<file path="config.mk">
export PLATFORM = sky130hd
export DESIGN_NAME = ssbcc_uart_tx
export DESIGN_NICKNAME = d
export VERILOG_FILES = /design/src/rtl/ssbcc_uart_tx.sv
export SDC_FILE = /design/constraint.sdc
export NUM_CORES = 1
export LEC_CHECK = 0
export CAP_MARGIN = 20
export CORE_UTILIZATION = 25
export CTS_CLUSTER_SIZE = 14
export DETAILED_ROUTE_END_ITERATION = 6
export GPL_ROUTABILITY_DRIVEN = 0
export GPL_TIMING_DRIVEN = 1
export PLACE_DENSITY = 0.44
export SYNTH_ARGS = -nofsm -noshare
export SYNTH_HDL_FRONTEND = slang
export SYNTH_SLANG_ARGS = --single-unit
export TNS_END_PERCENT = 50
</file>
<file path="constraint.sdc">
create_clock -name i_clk -period 5.02 [get_ports i_clk]
set_input_delay 1.506 -clock i_clk [delete_from_list [all_inputs] [get_ports i_clk]]
set_output_delay 1.506 -clock i_clk [all_outputs]
set_load 0.02 [all_outputs]
</file>
<file path="src/rtl/ssbcc_uart_tx.sv">
// UART transmit outport peripheral: a byte FIFO fed by the core's outport strobe, serialised 8N1/8N2.
// Define SSBCC_UART_TX_PARITY_EN to insert an even-parity bit between the data bits and the stop bit(s).
module ssbcc_uart_tx #(
  parameter int unsigned BAUD_DIV        = 868,
  parameter int unsigned FIFO_DEPTH_LOG2 = 4,
  parameter int unsigned STOP_BITS       = 1
) (
  input  logic       i_clk,
  input  logic       i_rst,
  input  logic [7:0] i_outport_data,
  input  logic       i_outport_wr,
  output logic       o_uart_tx,
  output logic       o_fifo_full,
  output logic       o_fifo_empty,
  output logic       o_busy,
  output logic       o_overflow
);

  localparam int unsigned AW        = FIFO_DEPTH_LOG2;
  localparam int unsigned PW        = AW + 1;
  localparam int unsigned DEPTH     = 1 << AW;
  localparam logic [15:0] BAUD_LOAD = 16'(BAUD_DIV - 1);
  localparam logic [2:0]  STOP_LAST = 3'(STOP_BITS - 1);
  localparam logic [PW-1:0] FULL_XOR = PW'(DEPTH);

  typedef enum logic [2:0] {
    IDLE,
    START,
    DATA,
`ifdef SSBCC_UART_TX_PARITY_EN
    PARITY,
`endif
    STOP
  } state_t;

  state_t        state;
  logic [7:0]    mem [DEPTH];
  logic [PW-1:0] wr_ptr, rd_ptr, wr_ptr_n, rd_ptr_n;
  logic [7:0]    head;
  logic [7:0]    shreg;
  logic [15:0]   baud_cnt;
  logic [2:0]    bit_cnt;
  logic          push, pop, baud_zero, stop_done;
`ifdef SSBCC_UART_TX_PARITY_EN
  logic          parity;
`endif

  assign head   = mem[rd_ptr[AW-1:0]];
  assign o_busy = ~o_fifo_empty | (state != IDLE);

  // A frame is fetched from IDLE or straight out of the final stop bit.
  always_comb begin
    push      = i_outport_wr & ~o_fifo_full;
    baud_zero = (baud_cnt == 16'd0);
    stop_done = (state == STOP) & baud_zero & (bit_cnt == STOP_LAST);
    pop       = ~o_fifo_empty & ((state == IDLE) | stop_done);
    wr_ptr_n  = wr_ptr + PW'(push);
    rd_ptr_n  = rd_ptr + PW'(pop);
  end

  always_ff @(posedge i_clk) begin
    if (push) mem[wr_ptr[AW-1:0]] <= i_outport_data;
  end

  // Pointers carry one extra wrap bit so full and empty differ only in the MSB.
  always_ff @(posedge i_clk) begin
    if (i_rst) begin
      wr_ptr       <= '0;
      rd_ptr       <= '0;
      o_fifo_empty <= 1'b1;
      o_fifo_full  <= 1'b0;
      o_overflow   <= 1'b0;
    end else begin
      wr_ptr       <= wr_ptr_n;
      rd_ptr       <= rd_ptr_n;
      o_fifo_empty <= (wr_ptr_n == rd_ptr_n);
      o_fifo_full  <= ((wr_ptr_n ^ rd_ptr_n) == FULL_XOR);
      if (i_outport_wr & o_fifo_full) o_overflow <= 1'b1;
    end
  end

  always_ff @(posedge i_clk) begin
    if (i_rst) begin
      state     <= IDLE;
      o_uart_tx <= 1'b1;
      baud_cnt  <= 16'd0;
      bit_cnt   <= 3'd0;
      shreg     <= 8'd0;
`ifdef SSBCC_UART_TX_PARITY_EN
      parity    <= 1'b0;
`endif
    end else begin
      case (state)
        IDLE: begin
          if (pop) begin
            shreg     <= head;
`ifdef SSBCC_UART_TX_PARITY_EN
            parity    <= ^head;
`endif
            o_uart_tx <= 1'b0;
            baud_cnt  <= BAUD_LOAD;
            state     <= START;
          end
        end
        START: begin
          if (baud_zero) begin
            o_uart_tx <= shreg[0];
            shreg     <= {1'b0, shreg[7:1]};
            bit_cnt   <= 3'd0;
            baud_cnt  <= BAUD_LOAD;
            state     <= DATA;
          end else begin
            baud_cnt <= baud_cnt - 16'd1;
          end
        end
        DATA: begin
          if (baud_zero) begin
            baud_cnt <= BAUD_LOAD;
            if (bit_cnt == 3'd7) begin
`ifdef SSBCC_UART_TX_PARITY_EN
              o_uart_tx <= parity;
              state     <= PARITY;
`else
              o_uart_tx <= 1'b1;
              bit_cnt   <= 3'd0;
              state     <= STOP;
`endif
            end else begin
              o_uart_tx <= shreg[0];
              shreg     <= {1'b0, shreg[7:1]};
              bit_cnt   <= bit_cnt + 3'd1;
            end
          end else begin
            baud_cnt <= baud_cnt - 16'd1;
          end
        end
`ifdef SSBCC_UART_TX_PARITY_EN
        PARITY: begin
          if (baud_zero) begin
            o_uart_tx <= 1'b1;
            bit_cnt   <= 3'd0;
            baud_cnt  <= BAUD_LOAD;
            state     <= STOP;
          end else begin
            baud_cnt <= baud_cnt - 16'd1;
          end
        end
`endif
        STOP: begin
          if (baud_zero) begin
            if (bit_cnt == STOP_LAST) begin
              // Back-to-back: the next start bit follows the last stop bit directly.
              if (pop) begin
                shreg     <= head;
`ifdef SSBCC_UART_TX_PARITY_EN
                parity    <= ^head;
`endif
                o_uart_tx <= 1'b0;
                baud_cnt  <= BAUD_LOAD;
                state     <= START;
              end else begin
                state <= IDLE;
              end
            end else begin
              bit_cnt  <= bit_cnt + 3'd1;
              baud_cnt <= BAUD_LOAD;
            end
          end else begin
            baud_cnt <= baud_cnt - 16'd1;
          end
        end
        default: state <= IDLE;
      endcase
    end
  end

endmodule

</file>
== Word-level counts from Yosys, hierarchy flattened ==
Memories as Yosys holds them, arrays and structs flattened. A register that Yosys moved wholly into a read port is not among the register bits.
Index checks and enable logic that the tools add are counted.
Word-level totals
  register bits: 44
  bits in writable memories: 128
  input bits: 11
  output and inout port bits: 5
  logic and storage cells: 87
  memories kept: 1
Memory list
  mem: depth 16, bits a word 8, rd ports 1, clocked after memory_dff 1, write ports 1, line 37  | logic [7:0] mem [DEPTH];
Cells by class
  $add $sub $neg: 4
  eq/ne operators: 14
  multiplexer cells: 36
  bitwise logic cells: 10
  reductions and logical operators: 12
Operators with widths (number)
  2-to-1 mux 16 bit: 4
  2-to-1 mux 8 bit: 6
  one-hot mux 16 bit (3 select lines): 1
  2-to-1 mux 3 bit: 11
  one-hot mux 8 bit (4 select lines): 1
  logical NOT 16 bit: 1
  subtractor 16 x 1 -> 16 bit (second input constant): 1
  != test 2 bit (second input constant): 7
  one-hot mux 3 bit (4 select lines): 1
  AND reduction 6 bit: 2
  adder 5 x 1 -> 5 bit: 2
  AND reduction 5 bit: 2
  2-to-1 mux 1 bit: 9
  one-hot mux 3 bit (3 select lines): 1
  nonzero test 3 bit: 3
  == test 3 x 2 -> 1 bit (second input constant): 2
  logical NOT 3 bit: 2
  bitwise AND 1 bit: 5
  == test 5 bit: 1
  == test 5 bit (second input constant): 1
  bitwise XOR 5 bit: 1
  2-to-1 mux 4 bit: 1
  one-hot mux 1 bit (4 select lines): 1
  nonzero test 4 bit: 1
  7 further kinds: 9

== Logic depth before layout (Yosys ltp) ==
  depth in word-level cells: 9
  gate-level depth with buffers: 14
  mapped depth without buffers: 14

== Worst setup path before layout ==
Ideal clock, no wire load.
  path kind: input to register
  from: in i_outport_wr
  to: mem mem[0][0] (enable)
  library setup time: 383 ps
  data arrival time: 2859 ps
  data required time: 4637 ps
  setup slack: 1778 ps
  stages on the path: 3
  path through: nor2b_1 or3b_2 nor3_1
Between the ends
  word-level cells in the longest chain between the ends: 3
RTL lines
  start: declaration: line 11  | input logic i_outport_wr,
  bitwise AND 1 bit: line 53  | push = i_outport_wr & ~o_fifo_full;
  2-to-1 mux 1 bit: line 62  | if (push) mem[wr_ptr[AW-1:0]] <= i_outport_data;
  2-to-1 mux 1 bit (implied by the code): line 62
  end: declaration: line 37
No other way between the ends.

== Final worst setup path ==
  from: reg state[0]
  to: out o_busy
Between the ends
  word-level cells in the longest chain between the ends: 2
RTL lines
  start: declaration: line 36  | state_t state;
  start signal: assignment: line 84  | state <= IDLE;
  start signal: assignment: line 102  | state <= START;
  start signal: assignment: line 111  | state <= DATA;
  nonzero test 3 bit: line 49  | assign o_busy = ~o_fifo_empty | (state != IDLE);
  OR 1 bit: line 49
  end: declaration: line 15  | output logic o_busy,
No other way between the ends.

==> qor.yml <==
status: "finished clean"
end_kind: "primary output"
grt_antenna_before_repair: 0
synth_top_family_by_area: "simple AND/OR/NAND/NOR gates"
setup.worst_path.start_class: "flip-flop"
fin_crit_sh_pct: 80.7
peakVddDrop_mv: 0.250
ys_async_sr_fraction_pct: 0
first_pass_iters: 4
io_buffer_count: 15
synth-seq-cells: 171
synthXorXnorAreaFrac_pct: 1.31
crit_fanout: 14
seq_area_frac_synth_pct: 63.9
rsz0062_at_grt: "no"
syn_nets: 546
drc: 0
hpwl_mm: 11.4
finalClockSkew_ns: 0.0162
die_y_um: 174
power.density_nw_per_um2: 520
clock_latency_ns: 0.43
ys.flop_type: "edfxtp_1"
yosysWarnings: 0
postLayoutCoreUtil_pct: 29.5
h-tree-depth: 4
rows: 62
fin_setup_tns_ns: 0
muxShareOfSynthArea_pct: 10.6
die_area_um2: 30200
crit_top_cell: "inv_1"
pin_count: 16
syn_area_um2: 7370
crit_chain: "inv_1, ha_1, and2_0, inv_1, clkdlybuf4s50_1"
cp_num_buf_inv: 3
design_area_um2: 8520
fillCellCount: 2915
grt_pass1_wl_mm: 26.5
finalPower_w: 0.00443
core_region_area_um2: 28900
wire_per_inst_um: 18.2
hp-class: "flip-flop to flip-flop"
clk_pin_slew_worst_paths_ns: 0.07
timing.fmax_mhz: 247
insertedDiodeCount: 0
grt_max_degree: 32
start_util_pct: 25.5
nets: 566
grt_overflow: 0
dpl_cell_area_um2: 7950
setup_viol: 0
synth_fa_ha_area_share_pct: 2.04
synth-compound-area-share_pct: 8.46
post_cts_buffers: 0
fin_cells: 940
synth_edf_count: 128
slowest_delay_ns: 0.57
fin_crit_ns: 4.05
crit_type: "flip-flop to primary output"
drv_cap: 0
cp_data_arrival_time_ns: 2.55
grt_pass1_vias: 4515
synth.avg_cell_area_um2: 14.1
slew_viol_final: 0
num_vias: 4445
viasPerCell: 4.73
area_growth_pct: 15.7
synthSimpleGateAreaFrac_pct: 11.5
cts_root_buffer: "clkbuf_16"
crit_slowest_cell: "clkdlybuf4s50_1"
required_ns: 3.51
cts-resized-gates: 0
relSlewSlack_pct: 37.6
grt_use_total_pct: 11.8
worstMarginPinSlew_ns: 0.928
drtIter0Drc: 333
postSynthCellCount: 523
fp.dieW_um: 174
p_leak_nw: 2.68
crit_family: "buffers and inverters"
clock_path_buffers: 2
hold_buffers: 0
routed_wl_mm: 17.1
ant_nets: 0
ys_types: 66
finalHoldViolCount: 0
cts_made_buffers: 17
dpl.cell_count: 908
drive_above_1_share_pct: 14.9
cts.sinks: 171
cts_tree: "built"
==> synthesized netlist by cell type (all sizes together), types with 11 or more instances <==
cell type / n / area, um^2
inv: 12 / 45.0
nand2: 20 / 75.1
clkbuf: 12 / 45.0
buf: 11 / 67.6
dfxtp: 43 / 861
nand3: 12 / 60.1
edfxtp: 128 / 3840
ha: 12 / 150
o21ai: 14 / 70.1
nor2b: 12 / 75.1
nor2: 38 / 145
mux2i: 23 / 230
mux4: 21 / 473
a21oi: 20 / 104
nor3: 16 / 80.1
==> layer usage <==
layer | vias up | global-route usage, % | wire (um)
li1 | 2097 | - | -
met1 | 2246 | 15.5 | 8090
met2 | 90 | 19.6 | 8290
met3 | 12 | 2.89 | 585
met4 | 0 | 2.49 | 148
met5 | - | 0 | 0
==> per-stage QoR <==
stage	worst slack, ns	hold WS, ns
floorplan	1.78	0.438
global placement	1.23	0.455
detailed placement	1.15	0.463
CTS	0.920	0.474
global route	0.786	0.495
finish	0.969	0.471
==> cell type report <==
| cell class | count | area (um^2) | area share (%) |
|---|---|---|---|
| Multi-Input combinational cell | 316 | 2500 | 29.3 |
| Clock buffer | 17 | 425 | 4.99 |
| Clock inverter | 15 | 143 | 1.67 |
| Inverter | 13 | 48.8 | 0.573 |
| Sequential cell | 171 | 4710 | 55.2 |
| Tap cell | 384 | 480 | 5.64 |
| Timing Repair Buffer | 24 | 218 | 2.56 |
==> final timing paths <==
check | startpoint | endpoint | slack (ns) | cells past startpoint
setup / recovery | state[0] | o_busy | 0.97 | 5
hold / removal | shreg[7] | shreg[7] | 0.47 | 2
setup reg to reg | baud_cnt[0] | o_fifo_empty | 1.71 | 14
hold reg to reg | shreg[7] | shreg[7] | 0.47 | 2
==> worst register-to-register path: cells and delay by family, from the launching register on <==
family,cells,cell delay [ns]
fa+ha+maj,3,0.54
flops,1,0.35
simple gates,5,1.19
buf+inv,2,0.17
compound gates,2,0.57
xor+xnor,2,0.43
==> kinds of logic after synthesis <==
family                     after synthesis
and+or+nand+nor                        151
DFF                                    171
xor gates and xnor gates                11
AOI/OAI and AO/OA                       91
muxes                                   51
buffers and inverters                   36
adders and majority gates               12
==> cell usage in the layout (no fill, tap or decap), drive strengths merged, types with 12 or more instances in the layout <==
cell	instances
edfxtp	128
dfxtp	43
nor2	38
mux2i	23
inv	22
mux4	21
nand2	20
a21oi	20
clkbuf	17
nor3	16
clkdlybuf4s50	15
o21ai	14
nor2b	12
nand3	12
ha	12
==> where the power goes <==
part / leakage, nW / internal (W) / total [W] / switching (W)
combinational: 0.892 / 0.000593 / 0.00144 / 0.000844
sequential: 1.51 / 0.00161 / 0.00172 / 0.000113
clock: 0.277 / 0.000661 / 0.00128 / 0.000617
==> flip-flops by register name, summed over array words and instances, names as in the netlist <==
name          count
wr_ptr            5
bit_cnt           3
state             2
o_uart_tx         1
o_fifo_empty      1
rd_ptr            5
mem             128
baud_cnt         16
o_overflow        1
o_fifo_full       1
shreg             8
(Power assumes the default switching activity.)
==> patch, RTL diff (same settings) <==
Re-encode `state_t` (4 states) as Gray code, 2 bits wide.
--- a/src/rtl/ssbcc_uart_tx.sv
+++ b/src/rtl/ssbcc_uart_tx.sv
@@ -24,12 +24,12 @@
   localparam logic [PW-1:0] FULL_XOR = PW'(DEPTH);
 
-  typedef enum logic [2:0] {
-    IDLE,
-    START,
-    DATA,
+  typedef enum logic [1:0] {
+    IDLE  = 2'b00,
+    START = 2'b01,
+    DATA  = 2'b11,
 `ifdef SSBCC_UART_TX_PARITY_EN
     PARITY,
 `endif
-    STOP
+    STOP  = 2'b10
   } state_t;
 
Formal check against the unedited RTL: no difference found for any inputs over 4 cycles, from zero or initial values and one cycle with i_rst high; so few cycles prove little.
==> patch against the unedited design <==
  * Setup slack improved by 0.26 ns
  * Fmax increased by 6.9%
  * Synthesized area decreased by 3.1%
  * Wire length decreased by 5.3%
  * Sequential cell count unchanged
  * Register-to-register slack improved by 0.14 ns
  * Synthesized cell count decreased by 6.1%
  * Clock skew increased by 0.0014 ns
  * Design area decreased by 2.1%
  * Sequential share of layout area increased by 1.2 points
  * Total power decreased by 2.6%
  * Via count decreased by 5.5%
  * Non-clock buffer count decreased by 1
  * Critical endpoint unchanged
  * Largest cell class unchanged
  * Largest power group unchanged
==> patch: results <==
metrics = {
    "logic_synthesis": {
        "ys_types": 52,
        "synth_common_cells": "edfxtp_1, dfxtp_1, nor2_1",
        "synth-edff-count": 128,
        "synth_nets": 510,
        "ys_seq_area_share_pct": 65.92,
        "synth_area_leaders": "edfxtp_1, dfxtp_1, mux4_2",
        "yosysWarnings": 0,
        "synthArstFlopShare_pct": 0,
    },
    "timing": {
        "worstMarginPinSlew_ns": 0.8562,
        "clock_skew_ns": 0.01759,
    },
    "placement": {
        "numPortBuffers": 15,
        "dp_hpwl_mm": 10.60,
        "postPlaceCellArea_um2": 7687,
        "post-place-ws_ns": 1.314,
    },
    "final_layout": {
        "fillers": 2844,
        "nNetsFinal": 523,
        "diodes": 0,
        "layout-drive-gt1-share_pct": 15.47,
        "largest_register_ffs": 128,
    },
    "pwr": {
        "pwr_density_cell_nw_per_um2": 517.7,
        "power.leakage_uw": 0.002589,
        "peakVddDrop_uv": 241.6,
    },
    "clocking": {
        "path_clk_slew_ns": 0.08,
        "cts_resized": 0,
        "cts.root.buffer_cell": "clkbuf_16",
        "numCtsBuffers": 17,
        "cts_buffer_depth": 2,
        "post_cts_buffers": 0,
        "clk_latency_ns": 0.43,
        "htreeDepth": 4,
    },
    "worst_setup_path": {
        "critPathMaxFanout": 26,
        "crit_family": "flip-flops",
        "cp_slowest_stage_delay_ns": 0.88,
        "crit_slowest_cell": "dfxtp_1",
        "critPathArrivalTime_ns": 2.28,
    },
    "global_route": {
        "antenna_found_initial": 0,
        "grt_start_max_net_pins": 35,
        "track_usage_pct": 11.90,
        "grt_pass1_wl_mm": 25.65,
        "grt_pass1_vias": 4249,
    },
    "worst_hold_path": {
        "hp-class": "flop to flop",
    },
    "drt": {
        "first_iter_violations": 284,
        "vias_per_cell": 4.694,
        "avgRoutedWirePerCell_um": 18.10,
        "first_pass_iters": 6,
    },
    "outcome": {
        "outcome": "finished, final reports clean",
    },
}
## patch: worst paths after layout
path | startpoint | endpoint | slack [ns] | cells after the start
setup / recovery | state[0] | o_busy | 1.23 | 4
hold reg to reg | shreg[1] | shreg[1] | 0.46 | 2
hold / removal | shreg[1] | shreg[1] | 0.46 | 2
setup reg to reg | baud_cnt[8] | o_fifo_empty | 1.85 | 11
## patch: worst register-to-register path, delay by kind of cell, from the launching register on
kind            cells  cell delay, ns
simple gates        6            1.87
xor+xnor            2            0.40
fa+ha+maj           2            0.37
flops               1            0.36
compound gates      1            0.12
## patch: through the flow
stage,hold WS (ns),total power [uW],std cells
after floorplan,0.4312,2633,491
after global placement,0.4408,2950,862
after detailed placement,0.4466,2960,862
after CTS,0.4608,4357,894
after global routing,0.4923,4563,895
final,0.4560,4317,895
## patch: per-layer routing
metal | global-route usage [%] | wire length (um) | vias to the layer above
met1 | 16.49 | 7935 | 2154
li1 | - | - | 1964
met2 | 18.52 | 7493 | 70
met5 | 0 | 0 | -
met3 | 2.683 | 558 | 13
met4 | 3.455 | 214 | 0
## patch: kinds of logic after synthesis
group                      Yosys count  share of synthesized area [%]
DFF                                171                          65.92
and+or+nand+nor                    125                          9.047
AOI/OAI and AO/OA                   97                          9.327
buffers and inverters               45                          2.612
muxes                               32                          10.10
xor gates and xnor gates            13                          1.595
adders and majority gates            8                          1.403
## patch: where the power goes
part | switching (uW) | internal, uW
clock network | 694 | 701
logic | 681 | 478
registers | 139 | 1620
total | 1510 | 2800
## patch: layout make-up
| class | count | share of cell area, % |
|---|---|---|
| Inverter | 16 | 0.7202 |
| Clock buffer | 17 | 5.101 |
| Timing Repair Buffer | 23 | 2.521 |
| Clock inverter | 15 | 2.626 |
| Sequential cell | 171 | 56.43 |
| Tap cell | 378 | 5.671 |
| Multi-Input combinational cell | 275 | 26.93 |
